[config.mk]
export PLATFORM = sky130hd
export DESIGN_NAME = phase_2b
export DESIGN_NICKNAME = d
export VERILOG_FILES = /design/src/rtl/phase_2b_pkg.sv /design/src/rtl/phase_2b_rot.sv /design/src/rtl/phase_2b.sv
export SDC_FILE = /design/constraint.sdc
export NUM_CORES = 1
export LEC_CHECK = 0
export ABC_CLOCK_PERIOD_IN_PS = 3100
export CORE_MARGIN = 8
export CORE_UTILIZATION = 40
export CTS_BUF_LIST = sky130_fd_sc_hd__clkbuf_16
export CTS_CLUSTER_SIZE = 28
export DETAILED_ROUTE_END_ITERATION = 10
export HOLD_SLACK_MARGIN = 0.05
export PLACE_DENSITY_LB_ADDON = 0.05
export REMOVE_ABC_BUFFERS = 1
export SETUP_SLACK_MARGIN = 0.1
export SYNTH_ARGS = -nofsm -noshare
export SYNTH_HDL_FRONTEND = slang
export SYNTH_SLANG_ARGS = --single-unit
[constraint.sdc]
create_clock -name clk -period 3.1 [get_ports clk]
set_input_delay 0.93 -clock clk [delete_from_list [all_inputs] [get_ports clk]]
set_output_delay 0.93 -clock clk [all_outputs]
set_load 0.005 [all_outputs]
[src/rtl/phase_2b_pkg.sv]
// Shared constants and reference helpers for the phase_2b bitstream rotator.
package phase_2b_pkg;

  localparam int K_W   = 2;
  localparam int MAX_W = 64;

  // Reference rotate: r[i] = bits[(i+k) mod n] over the low n bits.
  function automatic logic [MAX_W-1:0] rot_right(
    input logic [MAX_W-1:0] bits,
    input int               n,
    input logic [K_W-1:0]   k
  );
    logic [MAX_W-1:0] r;
    r = '0;
    for (int i = 0; i < MAX_W; i++) begin
      if (i < n) r[i] = bits[(i + int'(k)) % n];
    end
    return r;
  endfunction

  function automatic logic [6:0] popcount(
    input logic [MAX_W-1:0] bits
  );
    logic [6:0] c;
    c = '0;
    for (int i = 0; i < MAX_W; i++) begin
      c = c + 7'(bits[i]);
    end
    return c;
  endfunction

endpackage

[src/rtl/phase_2b_rot.sv]
// Combinational two-stage barrel rotator: right by 1, then right by 2.
module phase_2b_rot
  import phase_2b_pkg::*;
#(
  parameter int BITSTREAM = 8
) (
  input  logic [K_W-1:0]       k,
  input  logic [BITSTREAM-1:0] in_bits,
  output logic [BITSTREAM-1:0] out_bits
);

  logic [BITSTREAM-1:0] s1;

  // Index wrap is resolved at elaboration, so shifts never reach N.
  for (genvar i = 0; i < BITSTREAM; i++) begin : g_rot
    localparam int I1 = (i + 1) % BITSTREAM;
    localparam int I2 = (i + 2) % BITSTREAM;
    assign s1[i]       = k[0] ? in_bits[I1] : in_bits[i];
    assign out_bits[i] = k[1] ? s1[I2] : s1[i];
  end

endmodule

[src/rtl/phase_2b.sv]
// Bitstream phase-shift stage: zero-latency rotate plus 1-cycle registered copy.
// Optional popcount checker enabled by defining PHASE_2B_POPCHK_EN.
module phase_2b
  import phase_2b_pkg::*;
#(
  parameter int BITSTREAM = 8
) (
  input  logic                 clk,
  input  logic                 rst,
  input  logic                 in_valid,
  input  logic [K_W-1:0]       k,
  input  logic [BITSTREAM-1:0] in_bits,
  output logic [BITSTREAM-1:0] out_bits,
  output logic [BITSTREAM-1:0] out_bits_q,
  output logic                 out_valid,
  output logic                 popchk_err
);

  logic [BITSTREAM-1:0] rot_bits;

  phase_2b_rot #(
    .BITSTREAM(BITSTREAM)
  ) u_rot (
    .k       (k),
    .in_bits (in_bits),
    .out_bits(rot_bits)
  );

  assign out_bits = rot_bits;

  always_ff @(posedge clk or posedge rst) begin
    if (rst) begin
      out_bits_q <= '0;
      out_valid  <= 1'b0;
    end else begin
      out_valid <= in_valid;
      if (in_valid) out_bits_q <= rot_bits;
    end
  end

`ifdef PHASE_2B_POPCHK_EN
  logic pop_bad;

  assign pop_bad = popcount(MAX_W'(rot_bits)) != popcount(MAX_W'(in_bits));

  // Sticky until reset so a single corrupted sample is never lost.
  always_ff @(posedge clk or posedge rst) begin
    if (rst) begin
      popchk_err <= 1'b0;
    end else if (in_valid && pop_bad) begin
      popchk_err <= 1'b1;
    end
  end
`else
  assign popchk_err = 1'b0;
`endif

endmodule

==> run summary <==
Final Wtd Congestion -> 0.801
IO Count -> 31
Routed wire per std cell -> 17.6 microns
Drt first pass iters -> 4
Tcrit/Tclk final -> 97.1%
Mean post-synth cell area -> 11.5 sq um
RR Startpoint -> out_bits_q[7]
Top-count cell post-synth -> mux2i_1
GRT Residual Overflow -> 0
Kind of critical path -> primary input to primary output
Vias in the first global route -> 615
Int Pwr -> 396 uW
Final count of hold timing violations -> 0
CTS tree -> built
Number of remaining DRC errors -> 0
Sequential share of power -> 27.0%
Nets -> 112
Global Route Usage Sum -> 13.4%
ANT cells -> 0
Clock Skew -> 0 ns
CP Launch Type -> primary input
Clock Sinks -> 9
EDFF count, synth -> 0
Clk buf depth -> 2
Psw -> 116 uW
RSZ-0062 raised after global routing -> true
Class of the worst hold path -> register to register
Required time worst endpoint -> 2.17 ns
Total Wirelength -> 1990 microns
Synth top cells by count -> mux2i_1 (16), dfrtp_1 (9), nand2b_1 (9)
Clock Pin Slew Worst Setup and Hold Paths -> 0.03 ns
Hold Startpoint -> out_bits_q[3]
Worst setup startpoint -> k[0]
Gate power share -> 31.2%
Synth-to-Final Area Change -> 106%
Antenna Nets Post-Route -> 0
Proportion of netlist area held by the largest area contributor -> 39.9%
Final instance area -> 1160 sq um
Pwr Density -> 441 nW/um^2
Endpoints failing setup -> 0
Fmax achieved -> 332 MHz
Fillers -> 65
Area of placed instances -> 927 sq um
Ys flop type -> dfrtp_1
Cells after Synth -> 49
Distinct cells, synth -> 9
Via count -> 585
Asr flop ratio synth -> 100%
Register bit total from synthesis -> 9
CP max FO -> 8
Max Cap Violations -> 0
Layout cell share with drive strength beyond 1 -> 33.7%
Initial Utilization -> 42.8%
Later-pin clock latency in the skew report -> 0.23 ns
Overall Power -> 512 uW
Clock power frac -> 41.8%
Cell taking the most area after synthesis -> dfrtp_1
Critical path endpoint category -> primary output
Status -> finished clean
Slew Viols, Final -> 0
Clock period minus worst slack -> 3.01 ns
First-iteration detailed-routing DRC count -> 7
Vias per cell -> 5.18
Sw frac -> 22.7%
Core area -> 1320 sq um
Initial antenna violation count -> 0
Die Area -> 2870 sq um
First-pass GRT wire length -> 2860 microns
Synthesized area -> 564 sq um
Sequential share of the synthesized area -> 39.9%
Rows -> 13
Leading post-synthesis cells by cell area -> dfrtp_1 (40%), mux2i_1 (28%), o221ai_1 (12%), nand2b_1 (10%), buf_6 (6.0%)
# port buffers -> 29
Num CTS Buffers -> 3
Critical path arrival -> 2.08 ns
Leak -> 0.543 nW
Die W -> 53.6 microns
Max rail drop VDD -> 0.451 mV
Die Span Y -> 53.6 microns
Yosys warns -> 0
Root Buffer -> clkbuf_16
H-tree depth -> 1
Largest net degree at the start of global routing -> 12
-- layout by cell type, fill, tap and decap left out --
| cell | netlist | final |
|---|---|---|
| nand2b_1 | 9 | 9 |
| dfrtp_1 | 9 | 9 |
| o221ai_1 | 8 | 8 |
| inv_1 | 1 | 2 |
| clkbuf_2 | 0 | 1 |
| buf_6 | 3 | 1 |
| buf_4 | 1 | 18 |
| dlymetal6s2s_1 | 0 | 3 |
| mux2i_1 | 16 | 8 |
| clkdlybuf4s15_1 | 0 | 1 |
| clkbuf_16 | 0 | 3 |
| clkdlybuf4s50_1 | 0 | 13 |
| buf_12 | 0 | 1 |
| mux2i_4 | 0 | 8 |
| conb_1 | 1 | 1 |
| dlygate4sd2_1 | 0 | 10 |
| nand2_1 | 1 | 1 |
| buf_2 | 0 | 1 |
-- sequential cells by signal, summed over array words and instances (netlist names) --
signal,cells
out_bits_q,8
out_valid,1
-- cell type report --
cell class | count | area, sq um | share of cell area (%)
Sequential cell | 9 | 225 | 19.4
Inverter | 1 | 3.75 | 0.323
Clock buffer | 3 | 75.1 | 6.46
Timing Repair Buffer | 49 | 442 | 38.0
Tap cell | 15 | 18.8 | 1.61
Multi-Input combinational cell | 35 | 394 | 33.9
Clock inverter | 1 | 3.75 | 0.323
-- critical path: stages --
cell and delay [ns]:
clkdlybuf4s15_1 0.21, buf_12 0.16, buf_4 0.14, mux2i_4 0.18
mux2i_1 0.16, dlygate4sd2_1 0.29
-- worst paths after layout --
check / to / slack (ns) / cells past startpoint
worst max register to register: out_bits_q[7] / 2.39 / 2
worst min register to register: out_bits_q[3] / 0.49 / 2
worst max-delay path: out_bits[2] / 0.09 / 6
worst min-delay path: out_bits_q[3] / 0.49 / 2
min in group asynchronous: out_bits_q[4] / 0.95 / 2
max in group asynchronous: out_bits_q[5] / 1.93 / 2
-- power groups by stage --
stage          Sequential (mW)  Clock (mW)  Combinational [mW]
2_1_floorplan            0.142           0              0.0390
3_3_place_gp             0.140           0               0.135
5_1_grt                  0.140       0.225               0.170
4_1_cts                  0.139       0.219               0.155
6_report                 0.139       0.214               0.160
3_5_place_dp             0.140           0               0.138
-- cell families (layout without fill, tap and decap cells) --
logic type | count (synthesis) | after routing | synth area share [%]
other cells | 1 | 1 | 0.665
flops | 9 | 9 | 39.9
compound gates | 8 | 8 | 12.4
buf+inv | 5 | 54 | 7.98
mux | 16 | 16 | 28.4
simple gates | 10 | 10 | 10.6
-- per-layer routing --
metal / vias up / global-route usage (%) / wire length, microns
met2: 22 / 23.8 / 1040
met1: 282 / 13.8 / 791
met4: 0 / 7.98 / 27
li1: 279 / - / -
met3: 2 / 3.58 / 129
met5: - / 0 / 0
-- repair_timing --
item                                    4_1_cts  5_1_grt
endpoints found under the setup margin        8        7
resized for setup                            33        6
hold buffers                                  0        0
buffers inserted                              6        3
-- stage by stage --
stage,setup slack [ns],std cells,hold slack (ns),setup TNS [ns],utilization [%]
3_5_place_dp,-0.334,100,0.491,-2.42,70.4
2_1_floorplan,0.853,45,0.486,0,-
4_1_cts,0.115,110,0.498,0,85.9
3_3_place_gp,-0.299,100,0.496,-2.27,70.4
5_1_grt,0.0531,113,0.516,0,88.2
6_report,0.0901,113,0.492,0,88.2
Power figures use the tool's default switching activity.
